===== src/rtl/rd53_cmd_pkg.sv =====
// rd53_cmd_pkg: RD53A command symbols, fixed frames and encoder state type.
package rd53_cmd_pkg;
  localparam logic [15:0] SYNC_C = 16'h817E;
  localparam logic [15:0] NOOP_C = 16'h6969;
  localparam logic [7:0] TRIG_SYM [16] = '{
    8'h00, 8'h2B, 8'h2D, 8'h2E, 8'h33, 8'h35, 8'h36, 8'h39,
    8'h3A, 8'h3C, 8'h4B, 8'h4D, 8'h4E, 8'h53, 8'h55, 8'h56};
  localparam logic [7:0] DATA_SYM [32] = '{
    8'h6A, 8'h6C, 8'h71, 8'h72, 8'h74, 8'h8B, 8'h8D, 8'h8E,
    8'h93, 8'h95, 8'h96, 8'h99, 8'h9A, 8'h9C, 8'hA3, 8'hA5,
    8'hA6, 8'hA9, 8'hAA, 8'hAC, 8'hB1, 8'hB2, 8'hB4, 8'hC3,
    8'hC5, 8'hC6, 8'hC9, 8'hCA, 8'hCC, 8'hD1, 8'hD2, 8'hD4};
  typedef enum logic {STARTUP, RUN} state_e;
  function automatic logic [15:0] trig_frame(input logic [3:0] pattern, input logic [4:0] tag);
    return {TRIG_SYM[pattern], DATA_SYM[tag]};
  endfunction
endpackage


===== src/rtl/rd53_cmd_shifter.sv =====
// rd53_cmd_shifter: 16-bit parallel-in/serial-out, MSB first, with load point marker.
module rd53_cmd_shifter (
  input  logic        clk160MHz,
  input  logic        rstL,
  input  logic [15:0] frame_i,
  output logic        load_req_o,
  output logic        ser_o,
  output logic        frame_start_o
);
  // Bit 15 goes straight to ser_o at load, so only the low 15 bits are held.
  logic [14:0] sh_q;
  logic [3:0]  cnt_q;
  logic        first_q;
  assign load_req_o = first_q | (cnt_q == 4'd15);
  always_ff @(posedge clk160MHz) begin
    if (!rstL) begin
      sh_q          <= '0;
      cnt_q         <= '0;
      first_q       <= 1'b1;
      ser_o         <= 1'b0;
      frame_start_o <= 1'b0;
    end else if (load_req_o) begin
      sh_q          <= frame_i[14:0];
      cnt_q         <= '0;
      first_q       <= 1'b0;
      ser_o         <= frame_i[15];
      frame_start_o <= 1'b1;
    end else begin
      sh_q          <= {sh_q[13:0], 1'b0};
      cnt_q         <= cnt_q + 4'd1;
      ser_o         <= sh_q[14];
      frame_start_o <= 1'b0;
    end
  end
endmodule


===== src/rtl/rd53_cmd_encoder.sv =====
// rd53_cmd_encoder: RD53A command stream builder with startup/periodic sync insertion.
module rd53_cmd_encoder
  import rd53_cmd_pkg::*;
#(
  parameter int SYNC_STARTUP_G = 32,
  parameter int SYNC_PERIOD_G  = 32
) (
  input  logic        clk160MHz,
  input  logic        rstL,
  input  logic        cmdValid,
  input  logic [15:0] cmdData,
  output logic        cmdReady,
  input  logic        trigValid,
  input  logic [3:0]  trigPattern,
  input  logic [4:0]  trigTag,
  output logic        trigReady,
  output logic        trigErr,
  output logic        serOut,
  output logic        frameStart,
  output logic        syncBusy
);
  state_e      state_q;
  logic [7:0]  start_q, start_d, since_q;
  logic        busy_q, load_req, load, sync_due;
  logic [15:0] frame;
  // Handshakes are combinational in the load cycle; the frame is taken at its closing edge.
  always_comb begin
    load      = load_req & rstL;
    sync_due  = (state_q != RUN) || (since_q == 8'(SYNC_PERIOD_G - 1));
    trigReady = load & ~sync_due & trigValid;
    trigErr   = trigReady & (trigPattern == 4'd0);
    cmdReady  = load & ~sync_due & ~trigValid & cmdValid;
    start_d   = start_q + 8'd1;
    frame     = sync_due  ? SYNC_C :
                trigValid ? ((trigPattern == 4'd0) ? NOOP_C : trig_frame(trigPattern, trigTag)) :
                cmdValid  ? cmdData : NOOP_C;
  end
  assign syncBusy = busy_q;
  always_ff @(posedge clk160MHz) begin
    if (!rstL) begin
      state_q <= STARTUP;
      start_q <= '0;
      since_q <= '0;
      busy_q  <= 1'b1;
    end else if (load) begin
      since_q <= sync_due ? 8'd0 : since_q + 8'd1;
      if (state_q == STARTUP) begin
        start_q <= start_d;
        if (start_d == 8'(SYNC_STARTUP_G)) begin
          state_q <= RUN;
          busy_q  <= 1'b0;
        end
      end
    end
  end
  rd53_cmd_shifter u_shift (
    .clk160MHz     (clk160MHz),
    .rstL          (rstL),
    .frame_i       (frame),
    .load_req_o    (load_req),
    .ser_o         (serOut),
    .frame_start_o (frameStart)
  );
endmodule


===== config.mk =====
export PLATFORM = sky130hd
export DESIGN_NAME = rd53_cmd_encoder
export DESIGN_NICKNAME = d
export VERILOG_FILES = /design/src/rtl/rd53_cmd_pkg.sv /design/src/rtl/rd53_cmd_shifter.sv /design/src/rtl/rd53_cmd_encoder.sv
export SDC_FILE = /design/constraint.sdc
export NUM_CORES = 1
export LEC_CHECK = 0
export CORE_UTILIZATION = 49
export CTS_BUF_LIST = sky130_fd_sc_hd__clkbuf_4 sky130_fd_sc_hd__clkbuf_8 sky130_fd_sc_hd__clkbuf_16
export DETAILED_ROUTE_END_ITERATION = 16
export GPL_ROUTABILITY_DRIVEN = 0
export HOLD_SLACK_MARGIN = 0.02
export PLACE_DENSITY_LB_ADDON = 0.2
export SLEW_MARGIN = 10
export SYNTH_ARGS = -nofsm -noshare
export SYNTH_HDL_FRONTEND = slang
export SYNTH_SLANG_ARGS = --single-unit
export TNS_END_PERCENT = 50

===== constraint.sdc =====
create_clock -name clk160MHz -period 1.9 [get_ports clk160MHz]
set_input_delay 0.475 -clock clk160MHz [delete_from_list [all_inputs] [get_ports clk160MHz]]
set_output_delay 0.475 -clock clk160MHz [all_outputs]
set_load 0.01 [all_outputs]

==> impl_metrics.py, run 1 <==
metrics = {
    "status": {
        "status": "finished with violations",
        "failed_checks": "setup timing",
    },
    "power_and_ir_drop": {
        "leakage_nw": 1.45,
        "power.combinational.fraction_pct": 21.2,
        "powerDensity_nw_per_um2": 532,
        "power.switching_mw": 0.484,
        "relative_contribution_of_the_clock_network_to_total_power_pct": 32.5,
        "ir_worst_vdd_v": 0.000369,
        "power.sequential.fraction_pct": 46.3,
        "switching_share_pct": 25.6,
        "p_int_mw": 1.41,
    },
    "clock_tree": {
        "ctsHtreeMaxLevel": 2,
        "cts_inserted_buffers": 5,
        "clock_latency_ns": 0.29,
        "cts_hold_buffers": 0,
        "tritoncts": "done",
        "cts-root-to-sink-buffers": 2,
        "cts-root-buf": "sky130_fd_sc_hd__clkbuf_8",
        "cts.clk_slew.worst_paths_ns": 0.08,
        "tritoncts_num_sinks": 40,
    },
    "synth": {
        "synth_seq_cells": 40,
        "post_synth_main_area_contributors": "sky130_fd_sc_hd__dfxtp_1 32%, sky130_fd_sc_hd__ha_1 8.6%, sky130_fd_sc_hd__o21ai_0 5.1%",
        "synth_common_cells": "40 x sky130_fd_sc_hd__dfxtp_1, 25 x sky130_fd_sc_hd__o21ai_0, 24 x sky130_fd_sc_hd__nand2_1",
        "ys_warn_count": 0,
        "synth_edf_count": 0,
        "post_synth.cell_area_avg_um2": 8.38,
        "synth.area.mux_share_pct": 6.17,
        "netlist_instances": 295,
        "synthArstFlopShare_pct": 0,
        "synthAdderAreaFrac_pct": 8.60,
        "synth_area_in_xor_xnor_pct": 4.25,
        "synth_simple_gate_area_share_pct": 19.4,
        "synth-seq-area-share_pct": 32.4,
        "yosys_most_used_dff": "sky130_fd_sc_hd__dfxtp_1",
        "largest_family_of_logic_cells_by_synthesized_area": "compound AO/OA/AOI/OAI gates",
        "netlist_area_um2": 2470,
        "synth-compound-area-share_pct": 24.2,
        "synthDistinctLibCells": 62,
        "synth_top_area_share_pct": 32.4,
        "mappedNetlistNets": 341,
        "netlist.top_cell.by_area": "sky130_fd_sc_hd__dfxtp_1",
        "synth_most_common_cell": "sky130_fd_sc_hd__dfxtp_1",
    },
    "finish": {
        "final_area_um2": 3560,
        "multi_input_area_um2": 1650,
        "post_route_cells_drive_above_1_share_pct": 29.6,
        "insertedDiodeCount": 0,
        "n_fill_cell": 357,
        "total_number_of_nets_in_the_final_design": 437,
        "syn_to_final_growth_pct": 43.8,
        "seq_area_um2": 805,
    },
    "timing": {
        "rsz0062_at_grt": "yes",
        "slew_headroom_pct": 59.2,
        "finalSetupTns_ns": -0.484,
        "post-route-min-period_ns": 2.12,
        "max_freq_ghz": 0.472,
        "worst_slack_ns": -0.219,
        "final.setup_skew_ns": 0.00423,
        "timing.final.max_slew_violations": 0,
        "final_hold_viol_count": 0,
        "final_min_period_over_clock_period_pct": 112,
        "whs_ns": 0.430,
        "tightest_slew_ns": 0.611,
        "setup_viol_count_final": 4,
    },
    "global_routing": {
        "number_of_antenna_violations_at_the_first_check_in_global_routing": 0,
        "vias_in_the_first_global_route": 2430,
        "grt_pass1_wl_um": 11000,
        "grt_start_max_net_pins": 22,
        "grt-ovfl-total": 0,
        "grt_util_all_layers_pct": 26.7,
    },
    "floorplan": {
        "die_height_um": 73.0,
        "floorplan.rows": 25,
        "dieArea_um2": 5330,
        "total_i_o_pin_count": 35,
        "start_util_pct": 51.7,
        "floorplan.core_area_um2": 4790,
        "fp.dieW_um": 73.0,
    },
    "place": {
        "port-buffer-count": 34,
        "cell_area_placed_um2": 3290,
        "hpwlAfterDp_um": 4750,
    },
    "setup_path": {
        "worst-path-max-fanout": 3,
        "timing.setup.critical_path_class": "reg -> out",
        "cp_data_required_time_ns": 1.42,
        "data_arrival_critical_path_ns": 1.64,
        "critical_path.startpoint_type": "register",
        "critical_path.endpoint_type": "output port",
    },
    "worst_hold_path": {
        "hold_path_class": "reg -> reg",
    },
    "drt": {
        "route.detailed.vias_per_inst": 5.48,
        "route.detailed.wl_per_inst_um": 14.1,
        "via_count": 2514,
        "drt-initial-drc-count": 151,
        "ant_nets": 0,
        "drt_first_pass_iters": 4,
        "detail_route.drc_violations": 0,
        "wirelength_um": 6470,
    },
    "flow_run": {
        "max_cap_violations": 0,
    },
}
[state kept, by name, summed over array words and instances (netlist names)]
signal,flops
start_q,8
state_q,1
u_shift.cnt_q,4
u_shift.sh_q,15
u_shift.frame_start_o,1
syncBusy,1
u_shift.first_q,1
u_shift.ser_o,1
since_q,8
[cells in the final DEF, fill, tap and decap left out, types with 8 or more instances in the layout]
cell / synthesis / final
sky130_fd_sc_hd__ha_1: 17 / 10
sky130_fd_sc_hd__nor2_1: 20 / 19
sky130_fd_sc_hd__o21ai_0: 25 / 25
sky130_fd_sc_hd__nand2_1: 24 / 24
sky130_fd_sc_hd__o22ai_1: 9 / 8
sky130_fd_sc_hd__xnor2_1: 9 / 9
sky130_fd_sc_hd__a21oi_1: 23 / 23
sky130_fd_sc_hd__nor3_1: 9 / 8
sky130_fd_sc_hd__clkdlybuf4s50_1: 0 / 26
sky130_fd_sc_hd__buf_4: 2 / 69
sky130_fd_sc_hd__dfxtp_1: 40 / 37
sky130_fd_sc_hd__nand3_1: 10 / 10
[logic make-up after synthesis]
family,count (synthesis)
and+or+nand+nor,94
buffers and inverters,29
AOI/OAI and AO/OA,93
adders and majority gates,17
DFF,40
muxes,10
xor gates and xnor gates,12
[routing by layer]
metal	up-vias	routed length [um]	track usage [%]
met5	-	0	0
met4	0	102	10.0
met3	10	181	2.62
met2	64	3250	47.2
met1	1163	2940	33.4
li1	1277	-	-
[per-stage QoR]
step / worst slack, ns / util, % / instances / total power, mW
floorplan: 0.00653 / - / 295 / 1.08
global placement: -0.836 / 68.7 / 441 / 1.26
detailed placement: -0.873 / 68.7 / 441 / 1.27
CTS: -0.231 / 73.6 / 459 / 1.89
global route: -0.265 / 74.3 / 459 / 1.98
finish: -0.219 / 74.3 / 459 / 1.89
[final cells by class]
| cell class | instances | share of cell area [%] |
|---|---|---|
| clock buffers | 8 | 2.74 |
| inverters | 12 | 1.27 |
| multi-input cells | 226 | 46.5 |
| flip-flops and latches | 40 | 22.6 |
| well taps | 67 | 2.36 |
| repair buffers | 106 | 24.5 |
[worst paths after layout]
kind | from | to | slack (ns) | cells past startpoint
max | since_q[6] | trigErr | -0.22 | 6
min | u_shift.sh_q[8] | u_shift.sh_q[9] | 0.43 | 2
max reg2reg | u_shift.cnt_q[1] | since_q[2] | 0.22 | 7
min reg2reg | u_shift.sh_q[8] | u_shift.sh_q[9] | 0.43 | 2
[timing repair]
item | CTS | global route
pin swaps | 7 | 4
buffers inserted | 10 | 0
gates cloned | 0 | 0
endpoints found under the setup margin | 12 | 6
gates resized for setup | 41 | 6
[power by group through the flow]
stage | Clock [mW] | Sequential [mW] | Combinational [mW]
2_1_floorplan | 0 | 0.893 | 0.187
3_3_place_gp | 0 | 0.893 | 0.368
3_5_place_dp | 0 | 0.894 | 0.375
4_1_cts | 0.621 | 0.875 | 0.396
5_1_grt | 0.661 | 0.877 | 0.440
6_report | 0.614 | 0.875 | 0.402
[critical path, stage by stage (launching register included)]
cell                        delay (ns)
sky130_fd_sc_hd__dfxtp_2          0.32
sky130_fd_sc_hd__or3_4            0.39
sky130_fd_sc_hd__o2111ai_4        0.23
sky130_fd_sc_hd__buf_6            0.15
sky130_fd_sc_hd__buf_6            0.09
sky130_fd_sc_hd__nor3_2           0.02
sky130_fd_sc_hd__buf_2            0.14
No activity file was read; power rests on OpenSTA's default activity.
==> inputs of run 2 (changes only) <==
- CORE_UTILIZATION: 49 -> 59
- clock period: 1.9 -> 2.7 ns (I/O delays scaled with it)
==> impl_metrics.py, run 2 (same netlist as run 1, synthesis figures left out) <==
metrics = {
    "global_routing": {
        "grt_start_max_net_pins": 22,
        "vias_in_the_first_global_route": 2189,
        "grt-ovfl-total": 0,
        "number_of_antenna_violations_at_the_first_check_in_global_routing": 0,
        "grt_pass1_wl_um": 9470,
        "grt_util_all_layers_pct": 27.7,
    },
    "drt": {
        "drt-initial-drc-count": 155,
        "wirelength_um": 5690,
        "detail_route.drc_violations": 0,
        "route.detailed.wl_per_inst_um": 14.2,
        "route.detailed.vias_per_inst": 5.90,
        "drt_first_pass_iters": 4,
        "ant_nets": 0,
        "via_count": 2359,
    },
    "finish": {
        "syn_to_final_growth_pct": 26.8,
        "most-common-layout-cells": "40 x sky130_fd_sc_hd__dfxtp_1, 30 x sky130_fd_sc_hd__buf_4, 29 x sky130_fd_sc_hd__clkdlybuf4s50_1",
        "number_of_flip_flops_in_the_largest_register": 15,
        "post_route_cells_drive_above_1_share_pct": 16.3,
        "largest_register": "u_shift.sh_q",
        "most_frequent_standard_cell_in_the_layout_excluding_fill_and_tap_cells": "sky130_fd_sc_hd__dfxtp_1",
        "utilization_pct": 78.4,
        "n_fill_cell": 278,
        "biggestRegsByFlops": "u_shift.sh_q x15, since_q x8, start_q x8",
        "final_area_um2": 3140,
        "total_number_of_nets_in_the_final_design": 395,
        "insertedDiodeCount": 0,
    },
    "status": {
        "status": "completed",
    },
    "setup_path": {
        "data_arrival_critical_path_ns": 1.94,
        "cp_data_required_time_ns": 2.03,
        "worst-path-max-fanout": 6,
        "critical_path.endpoint_type": "output port",
        "timing.setup.critical_path_class": "in -> out",
        "critical_path.startpoint_type": "input pin",
    },
    "place": {
        "dp_worst_slack_ns": -0.459,
        "hpwlAfterDp_um": 4190,
        "port-buffer-count": 34,
        "cell_area_placed_um2": 3010,
    },
    "flow_run": {
        "max_cap_violations": 0,
    },
    "timing": {
        "final_hold_viol_count": 0,
        "final_min_period_over_clock_period_pct": 96.9,
        "worst_slack_ns": 0.0839,
        "final.setup_skew_ns": 0.00922,
        "setup_viol_count_final": 0,
        "max_freq_ghz": 0.382,
        "post-route-min-period_ns": 2.62,
        "slew_headroom_pct": 53.1,
        "tightest_slew_ns": 0.699,
        "timing.final.max_slew_violations": 0,
    },
    "clock_tree": {
        "clock_latency_ns": 0.29,
        "cts-root-to-sink-buffers": 2,
        "cts.clk_slew.worst_paths_ns": 0.07,
        "tritoncts": "done",
        "tritoncts_num_sinks": 40,
        "ctsHtreeMaxLevel": 2,
        "cts-root-buf": "sky130_fd_sc_hd__clkbuf_8",
        "cts_inserted_buffers": 5,
    },
    "power_and_ir_drop": {
        "leakage_nw": 1.24,
        "ir_worst_vdd_v": 0.000176,
        "powerDensity_nw_per_um2": 402,
    },
    "floorplan": {
        "dieArea_um2": 4450,
        "start_util_pct": 61.8,
        "fp.dieW_um": 66.7,
        "total_i_o_pin_count": 35,
        "floorplan.rows": 23,
        "floorplan.core_area_um2": 4000,
        "die_height_um": 66.7,
    },
    "worst_hold_path": {
        "hold_path_class": "reg -> reg",
    },
}
[run 2: cell types whose count changed in the layout (fill, tap and decap cells not counted), sizes merged]
cell,delta
dlymetal6s2s,+1
clkinv,+2
clkbuf,-2
clkdlybuf4s50,+3
buf,-45
dlygate4sd2,-1
[run 2: power by group]
part / switching [mW] / leakage [nW] / internal (mW)
Sequential: 0.00885 / 0.326 / 0.607
Combinational: 0.114 / 0.862 / 0.125
Clock: 0.203 / 0.0510 / 0.204
[run 2: area by class of cell]
| type | instances | area [um^2] | share of cell area [%] |
|---|---|---|---|
| clock buffers | 6 | 82.6 | 2.63 |
| clock inverters | 2 | 10.0 | 0.319 |
| inverters | 12 | 45.0 | 1.44 |
| multi-input cells | 226 | 1570 | 50.1 |
| flip-flops and latches | 40 | 801 | 25.5 |
| well taps | 50 | 62.6 | 2.00 |
| repair buffers | 64 | 563 | 18.0 |
[run 2: worst max-delay path: stages]
cell	delay (ns)
sky130_fd_sc_hd__clkdlybuf4s50_1	0.54
sky130_fd_sc_hd__o2111ai_4	0.18
sky130_fd_sc_hd__buf_4	0.20
sky130_fd_sc_hd__nor2_1	0.09
sky130_fd_sc_hd__dlygate4sd2_1	0.27
[run 2: what timing repair did]
| item | 4_1_cts | 5_1_grt |
|---|---|---|
| hold buffers | 0 | 0 |
| hold endpoints to repair | 0 | 0 |
| gates resized for setup | 5 | 10 |
| pin swaps | 0 | 1 |
| setup buffers | 0 | 2 |
| endpoints found under the setup margin | 3 | 3 |
[run 2: final timing paths]
| kind | from | endpoint | slack (ns) | depth (start not counted) |
|---|---|---|---|---|
| max | rstL | cmdReady | 0.08 | 5 |
| min | u_shift.sh_q[12] | u_shift.sh_q[13] | 0.44 | 2 |
| max reg2reg | u_shift.cnt_q[0] | since_q[2] | 0.80 | 5 |
| min reg2reg | u_shift.sh_q[12] | u_shift.sh_q[13] | 0.44 | 2 |
[run 2: through the flow]
| stage | total power [mW] | cells | hold WS, ns | TNS, ns |
|---|---|---|---|---|
| after global placement | 0.859 | 390 | 0.407 | -0.861 |
| after global routing | 1.31 | 400 | 0.453 | -0.00214 |
| final | 1.26 | 400 | 0.437 | 0 |
| after floorplan | 0.760 | 295 | 0.401 | 0 |
| after CTS | 1.26 | 398 | 0.434 | -0.179 |
| after detailed placement | 0.865 | 390 | 0.414 | -0.911 |
[run 2: layer usage]
layer | GRT usage [%] | vias to the layer above | share of wire [%]
li1 | - | 1192 | -
met5 | 0 | - | 0
met2 | 47.9 | 63 | 49
met3 | 4.97 | 5 | 4.0
met4 | 7.45 | 0 | 0.84
met1 | 34.9 | 1099 | 46
